[src/rtl/seg_pkg.sv]
// Shared constants, types and the hex-to-segment table
// for the 7-segment scan controller.
package seg_pkg;

  localparam int NUM_DIGITS = 8;
  localparam int IDX_W      = 3;

  localparam logic [NUM_DIGITS-1:0] AN_OFF  = 8'hFF;
  localparam logic [6:0]            SEG_OFF = 7'h7F;

  typedef struct packed {
    logic [4*NUM_DIGITS-1:0] data;
    logic [NUM_DIGITS-1:0]   dp;
    logic [NUM_DIGITS-1:0]   en;
  } shadow_t;

  // Active-low {g,f,e,d,c,b,a} glyph for one hex nibble.
  function automatic logic [6:0] hex7(input logic [3:0] n);
    logic [6:0] s;
    case (n)
      4'h0: s = 7'h40;
      4'h1: s = 7'h79;
      4'h2: s = 7'h24;
      4'h3: s = 7'h30;
      4'h4: s = 7'h19;
      4'h5: s = 7'h12;
      4'h6: s = 7'h02;
      4'h7: s = 7'h78;
      4'h8: s = 7'h00;
      4'h9: s = 7'h10;
      4'hA: s = 7'h08;
      4'hB: s = 7'h03;
      4'hC: s = 7'h46;
      4'hD: s = 7'h21;
      4'hE: s = 7'h06;
      default: s = 7'h0E;
    endcase
    return s;
  endfunction

endpackage

[src/rtl/seg7_hex_dec.sv]
// Nibble to active-low 7-segment decoder.
// Purely combinational.
module seg7_hex_dec
  import seg_pkg::*;
(
  input  logic [3:0] nib_i,
  output logic [6:0] seg_o
);

  // Table lookup for the current digit's nibble.
  always_comb begin
    seg_o = hex7(nib_i);
  end

endmodule

[src/rtl/seg_scan_ctrl.sv]
// Multiplexed 8-digit scan controller with blanking dead-time
// and frame-boundary double-buffered display update.
module seg_scan_ctrl
  import seg_pkg::*;
#(
  parameter int SCAN_DIV  = 100000,
  parameter int BLANK_CYC = 1000,
  parameter int CNT_W     = 17
) (
  input  logic                    clk,
  input  logic                    rst_n,
  input  logic [4*NUM_DIGITS-1:0] disp_data,
  input  logic [NUM_DIGITS-1:0]   disp_dp,
  input  logic [NUM_DIGITS-1:0]   disp_en,
  input  logic                    upd_req,
  output logic                    upd_ack,
  output logic [NUM_DIGITS-1:0]   an,
  output logic [6:0]              seg,
  output logic                    dp_n
);

  localparam logic [CNT_W-1:0] CNT_MAX = CNT_W'(SCAN_DIV - 1);
  localparam logic [CNT_W-1:0] BLANK_V = CNT_W'(BLANK_CYC);
  localparam logic [IDX_W-1:0] IDX_MAX = IDX_W'(NUM_DIGITS - 1);

  logic [CNT_W-1:0]      cnt_q, cnt_d;
  logic [IDX_W-1:0]      idx_q, idx_d;
  shadow_t               sh_q, sh_d;
  logic                  ack_q, ack_d;
  logic [NUM_DIGITS-1:0] an_q, an_d;
  logic [6:0]            seg_q, seg_d;
  logic                  dp_q, dp_d;

  logic                  slot_end;
  logic                  frame_end;
  logic [3:0]            nib;
  logic [6:0]            seg_hex;

  // Prescaler and digit index stepping.
  always_comb begin
    slot_end  = (cnt_q == CNT_MAX);
    frame_end = slot_end && (idx_q == IDX_MAX);
    cnt_d     = slot_end ? '0 : cnt_q + 1'b1;
    idx_d     = idx_q;
    if (slot_end) begin
      idx_d = (idx_q == IDX_MAX) ? '0 : idx_q + 1'b1;
    end
  end

  // Shadow reload and ack only at the frame boundary.
  always_comb begin
    sh_d  = sh_q;
    ack_d = 1'b0;
    if (frame_end && upd_req) begin
      sh_d.data = disp_data;
      sh_d.dp   = disp_dp;
      sh_d.en   = disp_en;
      ack_d     = 1'b1;
    end
  end

  // The glyph comes from next-state shadow so that
  // fresh data lines up with digit 0 of the new frame.
  always_comb begin
    nib = sh_d.data[{idx_d, 2'b00} +: 4];
  end

  seg7_hex_dec u_dec (
    .nib_i (nib),
    .seg_o (seg_hex)
  );

  // Pin values from next-state so they match cnt/idx.
  always_comb begin
    an_d  = AN_OFF;
    seg_d = SEG_OFF;
    dp_d  = 1'b1;
    if ((cnt_d >= BLANK_V) && sh_d.en[idx_d]) begin
      an_d        = AN_OFF;
      an_d[idx_d] = 1'b0;
      seg_d       = seg_hex;
      dp_d        = ~sh_d.dp[idx_d];
    end
  end

  // State and output registers; reset blanks the pins at once.
  always_ff @(posedge clk or negedge rst_n) begin
    if (!rst_n) begin
      cnt_q <= '0;
      idx_q <= '0;
      sh_q  <= '0;
      ack_q <= 1'b0;
      an_q  <= AN_OFF;
      seg_q <= SEG_OFF;
      dp_q  <= 1'b1;
    end else begin
      cnt_q <= cnt_d;
      idx_q <= idx_d;
      sh_q  <= sh_d;
      ack_q <= ack_d;
      an_q  <= an_d;
      seg_q <= seg_d;
      dp_q  <= dp_d;
    end
  end

  assign upd_ack = ack_q;
  assign an      = an_q;
  assign seg     = seg_q;
  assign dp_n    = dp_q;

endmodule

[config.mk]
export PLATFORM = sky130hd
export DESIGN_NAME = seg_scan_ctrl
export DESIGN_NICKNAME = d
export VERILOG_FILES = /design/src/rtl/seg_pkg.sv /design/src/rtl/seg7_hex_dec.sv /design/src/rtl/seg_scan_ctrl.sv
export SDC_FILE = /design/constraint.sdc
export NUM_CORES = 1
export LEC_CHECK = 0
export CORE_MARGIN = 5
export CORE_UTILIZATION = 30
export DETAILED_ROUTE_END_ITERATION = 10
export PLACE_DENSITY = 0.47
export RECOVER_POWER = 50
export SYNTH_ARGS = -nofsm -noshare
export SYNTH_HDL_FRONTEND = slang
export SYNTH_HIERARCHICAL = 1
export SYNTH_SLANG_ARGS = --single-unit
[constraint.sdc]
create_clock -name clk -period 4.8 [get_ports clk]
set_input_delay 0.96 -clock clk [delete_from_list [all_inputs] [get_ports clk]]
set_output_delay 0.96 -clock clk [all_outputs]
set_load 0.01 [all_outputs]
Yosys cells after proc, flatten, opt, wreduce, memory -nomap -nowiden
Memories as Yosys holds them, arrays and structs flattened.
Cells that the tools add are included.
{ "classes": {"n_addsub": 2, "n_lt_le_gt_ge": 3, "eq_ne": 2, "n_shift": 1, "mux": 14, "bitwise": 2, "n_reduce_logical": 4} }
{ "op_table": {"columns": ["operator", "count"], "rows": [
  ["$mux W48", 1],
  ["$shiftx A32 B6 Y4", 1],
  ["$add A17 B1 Y17 const B", 1],
  ["$eq A17 B17 Y1 const B", 1],
  ["$ge A17 B10 Y1 const B", 1],
  ["$mux W17", 1],
  ["$mux W8", 1],
  ["$not A8 Y8", 1],
  ["$mux W7", 1],
  ["$bmux W1 S3", 2],
  ["$mux W3", 2],
  ["$mux W1", 5],
  ["$logic_and A1 B1 Y1", 4],
  ["$lt A3 B4 Y1 const B", 1],
  ["$add A3 B1 Y3 const B", 1],
  ["$demux W1 S3", 1],
  ["$eq A3 B3 Y1 const B", 1],
  ["$ge A3 B1 Y1 const B", 1],
  ["$not A1 Y1", 1]
]} }
{ "totals": {"regBits": 85, "mem_bits_ro": 112, "out_inout_bits": 17, "wordCells": 38, "n_memories": 1} }
{ "memory_table": {"columns": ["memory", "words", "word_bits", "rd", "rd_ports_with_merged_regs", "write_ports", "line_no", "rtl"], "rows": [
  ["(no name shown)", 16, 7, 1, 0, 0, "seg_pkg.sv:20", "case (n)"]
]} }

Logic depth before layout (Yosys ltp)
Gate-level depths: netlist of the first run.
{ "logic_depth": {"depth_word": 9, "depth_mapped": 19, "mapped_depth_nobuf": 15} }

Cells and area by module
Netlist of the first run, hierarchy kept.
{ "modules_own_cells": {"columns": ["mod", "n_inst", "cells_each", "area_per_inst_um2", "seq_area_each_um2"], "rows": [
  ["seg_scan_ctrl", 1, 399, 4020.1, 2147.1],
  ["seg7_hex_dec", 1, 32, 275.3, 0.0]
]} }

Worst setup path before layout of the first run
OpenSTA, ideal clock, no wires.
{ "synth_path": {"path_type": "reg2reg", "startpoint": "register cnt_q[0]", "endpoint": "register seg_q[0] (netlist: seg[0])", "arrival_ns": 3.576, "setup_slack_ns": 1.160, "stages_incl_launch_ff": 19, "synth_period_minus_slack_ns": 3.640, "path_cell_list": "dfrtp_1 -> ha_1 -> and4_4 -> buf_6 -> and4_1 -> buf_6 -> mux2i_4 -> inv_2 -> and2_1 -> clkbuf_1 -> a22o_1 -> a221oi_1 -> nand3b_1 -> inv_1 -> ha_1 -> and2b_2 -> or3b_1 -> o21ai_0 -> nand2b_1"} }
{ "synth_via": {"elab_cells_between_ends": 14, "classes_between": "add/sub (1); order compare (1); eq/ne (1); shift (1); mux (6); reduce/logical (3); memory (1)"} }
{ "synth_rtl": {"columns": ["item", "line_no", "rtl"], "rows": [
  ["start: declaration", "seg_scan_ctrl.sv:26", "logic [CNT_W-1:0] cnt_q, cnt_d;"],
  ["start signal: assignment", "seg_scan_ctrl.sv:97", "cnt_q <= cnt_d;"],
  ["$eq A17 B17 Y1 *", "seg_scan_ctrl.sv:41", "slot_end = (cnt_q == CNT_MAX);"],
  ["$logic_and A1 B1 Y1", "seg_scan_ctrl.sv:42", "frame_end = slot_end && (idx_q == IDX_MAX);"],
  ["$logic_and A1 B1 Y1", "seg_scan_ctrl.sv:54", "if (frame_end && upd_req) begin"],
  ["$mux W48", "seg_scan_ctrl.sv:54", null],
  ["$shiftx A32 B6 Y4 *", "seg_scan_ctrl.sv:65", "nib = sh_d.data[{idx_d, 2'b00} +: 4];"],
  ["net nib[1]", "seg_scan_ctrl.sv:36", "logic [3:0] nib;"],
  ["$mem_v2 Z16 W7 *", null, null],
  ["net seg_hex[0]", "seg_scan_ctrl.sv:37", "logic [6:0] seg_hex;"],
  ["$mux W7 *", "seg_scan_ctrl.sv:78", "if ((cnt_d >= BLANK_V) && sh_d.en[idx_d]) begin"],
  ["net seg_d[0]", "seg_scan_ctrl.sv:31", "logic [6:0] seg_q, seg_d;"],
  ["end signal: assignment", "seg_scan_ctrl.sv:102", "seg_q <= seg_d;"],
  ["end: declaration", "seg_scan_ctrl.sv:31", null]
]} }
The timed path passes the listed nets; every way through them passes the cells marked *. The select of a mux whose other input is x is not followed.

Worst setup path after layout of the first run
Same ends and word-level chain as after synthesis.

==> results by group, run 1 <==
Timing
  – Setup tns final: 0 ns
  – Tightest Pin Transition: 2.257 ns
  – Final hold violations: 0
  – Crit share post-route: 91.67%
  – Final min period: 4.400 ns
  – Finish-stage setup viols: 0
  – RSZ-0062 raised after global routing: false
  – Worst clock skew: 0.006995 ns
  – Fmax achieved: 227.3 MHz
  – Slew headroom: -50.43%
  – Slew Limit Fails: 42

Critical path
  – Setup crit start: cnt_q[0]$_DFF_PN0_
  – Slowest stage delay, CP: 0.44 ns
  – Max Fanout on Critical Path: 17
  – CP Capture Type: flip-flop
  – CP max stage cell: and4_2
  – Cell Chain, Critical Path: ha_1, and4_4, and4_2, mux2i_4, inv_2, and2_1, a22o_1, a221oi_1, nand3b_1, inv_1, ha_1, and2b_2, or3b_1, o21ai_0, nand2b_1
  – Worst Path Required: 5.08 ns
  – Setup Crit Path Kind: flip-flop to flip-flop
  – Worst r2r path cells: 15
  – Flop2flop setup slack: 0.40 ns
  – Capturing point of the worst reg2reg path: seg[0]$_DFF_PN1_
  – CP Launch Type: flip-flop
  – CP arrival: 4.68 ns
  – Most common cell on crit path: ha_1
  – R2R Path Start: cnt_q[0]$_DFF_PN0_
  – Critical Path Sink: seg[0]$_DFF_PN1_

GRT
  – Antenna violations before repair: 0
  – GR Util All Layers: 13.77%
  – Gr busiest metal: met2
  – Met1 usage in global routing: 18.95%
  – Grt met3 use: 3.215%
  – GRT overflow: 0
  – Vias in the first global route: 3352
  – Maximum number of pins on one net before global-route repair: 46
  – Met2 usage: 20.96%
  – First-pass GRT wire length: 17.84 mm

Cells and area
  – Filler cell count: 1376
  – Layout cells sized above 1: 14.12%
  – Number of antenna diodes: 0
  – Area occupied by multi-input gates: 0.001959 sq mm
  – Commonest cells after routing, fill and taps aside: nand2_1 (121), dfrtp_1 (69), clkdlybuf4s50_1 (65), nor2_1 (21), dfstp_2 (16)
  – Register area: 0.002147 sq mm
  – Nets: 559
  – Layout area overhead: 26.27%
  – Commonest non-fill, non-tap cell in the layout: nand2_1

CTS
  – Num CTS Buffers: 9
  – CTS tree: built
  – CTS Buffer Depth: 2
  – Clock root buffer: clkbuf_16
  – Clk slew on worst S/H paths: 0.07 ns
  – # clock sinks: 85
  – Worst-Skew Late Latency: 0.35 ns
  – Hold Buf Count CTS: 0
  – CTS H-tree lvls: 3

Status
  – Failing checks: max-capacitance violations, max-slew violations
  – Status: finished, violations left

Power
  – Final total power: 1495 uW
  – PwrDens: 275.6 mW/mm^2
  – Leakage: 0.002422 uW
  – IR drop worst, VDD: 143.6 uV

Detailed routing
  – Wire per inst: 16.30 microns
  – Post-Route WL: 11.13 mm
  – DRC violations left: 0
  – DR pass1 iterations: 4
  – First DRT Iteration DRCs: 273
  – Vias/cell: 4.798
  – Via count: 3277
  – Routed Antenna Nets: 0

Placement
  – GPL Wtd Cong: 0.8456
  – DP Wirelength: 8.351 mm
  – IO buf count: 67

Floorplan
  – Starting Density: 30.83%
  – DIE AREA: 0.01681 sq mm
  – Height of the chip: 129.7 microns
  – Site Rows: 43
  – Die Wd: 129.7 microns
  – Area of the core: 0.01393 sq mm
  – IO Pins: 68

Synth
  – Synthesized cell area: 0.004295 sq mm
  – Sequential cell area fraction in the yosys report: 49.99%
  – Asr flop ratio synth: 100.0%
  – Dominant cell type by area after synthesis: dfrtp_1
  – Most used DFF post-synth: dfrtp_1
  – Synth Area in Simple Gates: 24.41%
  – Post-synthesis adder-cell area fraction: 2.913%
  – Synth Register Bits: 85
  – Yosys top cell area share: 40.20%
  – Avg Synthesized Cell Area: 9.966 sq um
  – Largest family of logic cells by synthesized area: simple AND/OR/NAND/NOR gates
  – Post-Synth XOR/XNOR Area: 3.262%
  – Mapped Nets: 492
  – Synth Instances: 431
  – Cell variety after synth: 59
  – Synth top area cells: dfrtp_1 (40%), nand2_1 (11%), dfstp_2 (9.8%)
  – Post-synthesis compound-gate area fraction: 7.690%
  – Number of synthesis warnings: 6
  – Post-synthesis mux area share: 7.253%
  – Post-synth EDFFs: 0

Hold path
  – Hold WC Path Type: flip-flop to flip-flop

Run
  – Max Cap Viol: 1
## cell usage after synthesis (all sizes together) (2+ instances only)
master  count
a21o        2
a21oi       2
a221oi      3
a22o        6
a22oi       3
a31oi       3
a32o        3
and2        9
and3        2
and4        3
and4bb      2
buf        14
clkbuf      9
dfrtp      69
dfstp      16
ha         10
inv         9
mux2       15
mux2i      10
nand2     121
nand2b     11
nand3      16
nand4      16
nor2       22
nor3        6
nor4        2
o21ai      12
or3         2
xnor2      10
xor2        6
## sequential cells by signal, indices dropped and copies added, names as in the netlist
register / cells
dp_n: 1
sh_q: 48
upd_ack: 1
seg: 7
idx_q: 3
cnt_q: 17
an: 8
## timing repair
action / CTS / global route
setup endpoints to repair: 0 / 2
setup buffers: 0 / 0
resized for setup: 0 / 1
## metrics by stage
step / instances / setup WS [ns] / utilization [%] / hold slack (ns) / cell area (sq um)
after floorplan: 431 / 1.160 / - / 0.4267 / 4295
after global placement: 667 / 0.4212 / 36.76 / 0.4388 / 5122
after detailed placement: 667 / 0.2215 / 36.76 / 0.4539 / 5122
after CTS: 683 / 0.1812 / 38.99 / 0.4673 / 5433
after global routing: 683 / 0.1484 / 38.92 / 0.5020 / 5424
final: 683 / 0.3998 / 38.92 / 0.4645 / 5424
## worst min-delay path by stage
stage	start	slack [ns]	endpoint	depth (start not counted)
after floorplan	sh_q[24]$_DFF_PN0_	0.43	sh_q[24]$_DFF_PN0_	2
after global placement	sh_q[35]$_DFF_PN0_	0.44	sh_q[35]$_DFF_PN0_	2
after detailed placement	sh_q[42]$_DFF_PN0_	0.45	sh_q[42]$_DFF_PN0_	2
after CTS	sh_q[42]$_DFF_PN0_	0.47	sh_q[42]$_DFF_PN0_	2
after global routing	sh_q[37]$_DFF_PN0_	0.50	sh_q[37]$_DFF_PN0_	2
final	sh_q[11]$_DFF_PN0_	0.46	sh_q[11]$_DFF_PN0_	2
## power by group
group	leakage [uW]	internal [uW]	total, uW	switching (uW)
Clock	0.000145	421	722	301
Sequential	0.00112	717	717	0
Combinational	0.00116	35.2	55.8	20.6
## worst max-delay path: cells and delay by family, from the launching register on
family | cells | cell delay (ns)
compound gates | 3 | 0.65
buf+inv | 2 | 0.42
fa+ha+maj | 2 | 0.48
mux | 1 | 0.41
simple gates | 7 | 1.94
flops | 1 | 0.41
## kinds of logic (layout without fill, tap and decap cells)
family / count (synthesis) / in the layout
muxes: 26 / 26
AOI/OAI and AO/OA: 43 / 43
xor gates and xnor gates: 16 / 16
buffers and inverters: 32 / 104
and+or+nand+nor: 219 / 219
DFF: 85 / 85
adders and majority gates: 10 / 10
## routing by layer
metal | vias up | wire length, microns | share of wire (%)
met5 | - | 0 | 0
met4 | 0 | 231 | 2.1
met3 | 16 | 534 | 4.8
met2 | 78 | 4964 | 45
met1 | 1575 | 5403 | 49
li1 | 1608 | - | -
## final cells by class
| cell class | count | share of cell area [%] |
|---|---|---|
| flip-flops and latches | 85 | 39.58 |
| multi-input cells | 314 | 36.12 |
| repair buffers | 79 | 13.79 |
| clock buffers | 10 | 4.406 |
| well taps | 180 | 4.152 |
| clock inverters | 6 | 1.315 |
| inverters | 9 | 0.6228 |
Note: power is estimated with default switching activity, not from simulation.
==> run 2: changes to the inputs <==
Settings changed: SLEW_MARGIN set to 20.
==> results of run 2 <==
The final DEF is identical to that of run 1; final timing and power are the same.
==> run 3: changes to the inputs <==
Settings changed: ABC_AREA set to 1, CORE_UTILIZATION 30 to 50, PLACE_DENSITY 0.47 to 0.72.
==> run 3 against run 2 <==
  * The run still ends with max-capacitance violations, max-slew violations left
  * Clock-buffer cell count up 1
  * Synthesized cell count up 35%
  * Cell area down 1.1%
  * Critical path depth up 3
  * Combinational power up 3%
  * Power down 9.6%
  * Area after synthesis up 2.6%
  * Largest cell class unchanged
  * Largest power group is now sequential cells
==> results by group, run 3 <==
Synth
  – Asr flop ratio synth: 100.0%
  – Dominant cell type by area after synthesis: dfrtp_1
  – Avg Synthesized Cell Area: 7.587 sq um
  – Synth Register Bits: 85
  – Post-synth EDFFs: 0
  – Synthesized cell area: 0.004408 sq mm
  – Synth top area cells: dfrtp_1 (39%), nand2_1 (19%), dfstp_2 (9.5%)
  – Yosys top cell area share: 39.17%
  – Synth Instances: 581
  – Cell variety after synth: 32
  – Mapped Nets: 642
  – Top cells by count, synth: nand2_1 (225), inv_1 (88), dfrtp_1 (69)
  – Sequential cell area fraction in the yosys report: 48.71%
  – Dominant cell by count in the synthesized netlist: nand2_1
  – Number of synthesis warnings: 6
  – Most used DFF post-synth: dfrtp_1

Detailed routing
  – DRC violations left: 0
  – Via count: 3697
  – DR WL met3: 475 microns
  – First DRT Iteration DRCs: 201
  – Routed Antenna Nets: 0
  – Vias/cell: 4.858
  – DR top layer: met4
  – DR pass1 iterations: 5
  – Wire per inst: 12.88 microns
  – Metal2 WL: 4.641 mm
  – Post-Route WL: 9.799 mm
  – WL met1: 4.544 mm

Status
  – Status: finished, violations left
  – Failing checks: max-capacitance violations, max-slew violations

Placement
  – GPL Wtd Cong: 0.8857
  – IO buf count: 67
  – Dpl cell area: 0.005155 sq mm
  – DP Wirelength: 7.306 mm

Timing
  – Fmax achieved: 259.7 MHz
  – Final min period: 3.850 ns
  – RSZ-0062 raised after global routing: false
  – Slew headroom: -90.66%
  – Tightest Pin Transition: 2.860 ns
  – Crit share post-route: 80.21%
  – Slew Limit Fails: 54
  – Final hold slack: 0.4755 ns
  – Worst clock skew: 0.008799 ns
  – Setup tns final: 0 ns
  – Finish-stage setup viols: 0
  – Final hold violations: 0

Critical path
  – Max Fanout on Critical Path: 11
  – Most common cell on crit path: nand2_1
  – Setup Crit Path Kind: flip-flop to flip-flop
  – Cell Chain, Critical Path: ha_1, nand2_1, inv_1, nand2_1, nor2_8, nand2_1, o21ai_2, inv_4, nor2_1, a22oi_1, nand4_1, inv_1, ha_1, nand2_1, nand3_1, nand2_1, inv_1, nand2_2
  – CP arrival: 4.11 ns
  – CP Capture Type: flip-flop
  – CP max stage cell: o21ai_2
  – Flop2flop setup slack: 0.95 ns
  – Worst Path Required: 5.06 ns
  – CP Launch Type: flip-flop
  – Slowest stage delay, CP: 0.53 ns

CTS
  – Hold Buf Count CTS: 0
  – Clock root buffer: clkbuf_8
  – # resized after CTS: 0
  – CTS Buffer Depth: 2
  – Worst-Skew Late Latency: 0.35 ns
  – CTS H-tree lvls: 3
  – # clock sinks: 85
  – Num CTS Buffers: 9
  – Clk slew on worst S/H paths: 0.08 ns
  – Post-CTS Setup Bufs: 0
  – CTS tree: built

Power
  – Leakage: 0.002870 uW
  – IR drop worst, VDD: 151.3 uV
  – PwrDens: 251.8 mW/mm^2
  – Final total power: 1351 uW

Cells and area
  – Number of antenna diodes: 0
  – Max FFs per register: 48
  – Layout cells sized above 1: 9.801%
  – Biggest register: sh_q
  – Commonest non-fill, non-tap cell in the layout: nand2_1
  – Commonest cells after routing, fill and taps aside: nand2_1 (227), inv_1 (88), dfrtp_1 (69), clkdlybuf4s50_1 (66), nor2_1 (41)
  – Layout area overhead: 21.71%
  – Cell area after layout: 0.005365 sq mm
  – Final Util: 62.13%
  – Nets: 709

Floorplan
  – Starting Density: 51.04%
  – Die Wd: 103.9 microns
  – Area of the core: 0.008636 sq mm
  – DIE AREA: 0.01079 sq mm
  – Height of the chip: 103.9 microns
  – Site Rows: 34
  – IO Pins: 68

GRT
  – Vias in the first global route: 3544
  – GR Util All Layers: 18.60%
  – Antenna violations before repair: 0
  – First-pass GRT wire length: 16.70 mm
  – Maximum number of pins on one net before global-route repair: 65
  – GRT overflow: 0

Run
  – Max Cap Viol: 1

Hold path
  – Hold WC Path Type: flip-flop to flip-flop
-- run 3: cell types whose count changed in the layout (fill, tap and decap cells not counted), moves of 10 or more --
cell and change:
nand2_1 +106, inv_1 +80, nor2_1 +20, nand3_1 +17, mux2_2 -15, nand2_2 +12, nand2b_1 -11, clkbuf_8 +10
-- run 3: layout make-up --
type                    instances  area [sq um]
clock buffers                  11         151.4
clock inverters                 5         82.58
fillers                       780          3271
inverters                      93         352.8
multi-input cells             389          1812
flip-flops and latches         85          2147
well taps                     108         135.1
repair buffers                 70         684.4
-- run 3: where the power goes --
part	leakage (uW)	total (uW)	internal (uW)	switching [uW]
logic	0.00171	57.2	35.5	21.7
clock network	0.000120	578	323	255
registers	0.00104	716	716	0
-- run 3: layer usage --
metal	global-route usage [%]	up-vias
met1	25.81	1698
met5	0	-
met2	29.14	92
met4	6.568	0
li1	-	1894
met3	3.600	13
-- run 3: worst max-delay path: cells and delay by family, from the launching register on --
family | cells | cell delay [ns]
DFF | 1 | 0.38
and+or+nand+nor | 10 | 1.71
buffers and inverters | 4 | 0.42
adders and majority gates | 2 | 0.52
AOI/OAI and AO/OA | 2 | 0.73
-- run 3: worst paths after layout --
path	start	endpoint	cells after the start
max	cnt_q[0]$_DFF_PN0_	seg[3]$_DFF_PN1_	18
min	cnt_q[0]$_DFF_PN0_	cnt_q[0]$_DFF_PN0_	1
max reg2reg	cnt_q[0]$_DFF_PN0_	seg[3]$_DFF_PN1_	18
min reg2reg	cnt_q[0]$_DFF_PN0_	cnt_q[0]$_DFF_PN0_	1
max in group asynchronous	rst_n	upd_ack$_DFF_PN0_	2
min in group asynchronous	rst_n	sh_q[1]$_DFF_PN0_	1
-- run 3: cell families after synthesis --
logic type      after synthesis  share of synthesized area (%)
buf+inv                     107                          9.906
xor+xnor                      5                         0.9934
flops                        85                          48.71
fa+ha+maj                    10                          2.838
compound gates               31                          3.747
simple gates                343                          33.81
-- run 3: through the flow --
stage / std cells / setup WS, ns
finish: 761 / 0.9498
global route: 761 / 0.5051
CTS: 761 / 1.207
detailed placement: 745 / 0.9093
global placement: 745 / 1.003
floorplan: 581 / 1.810
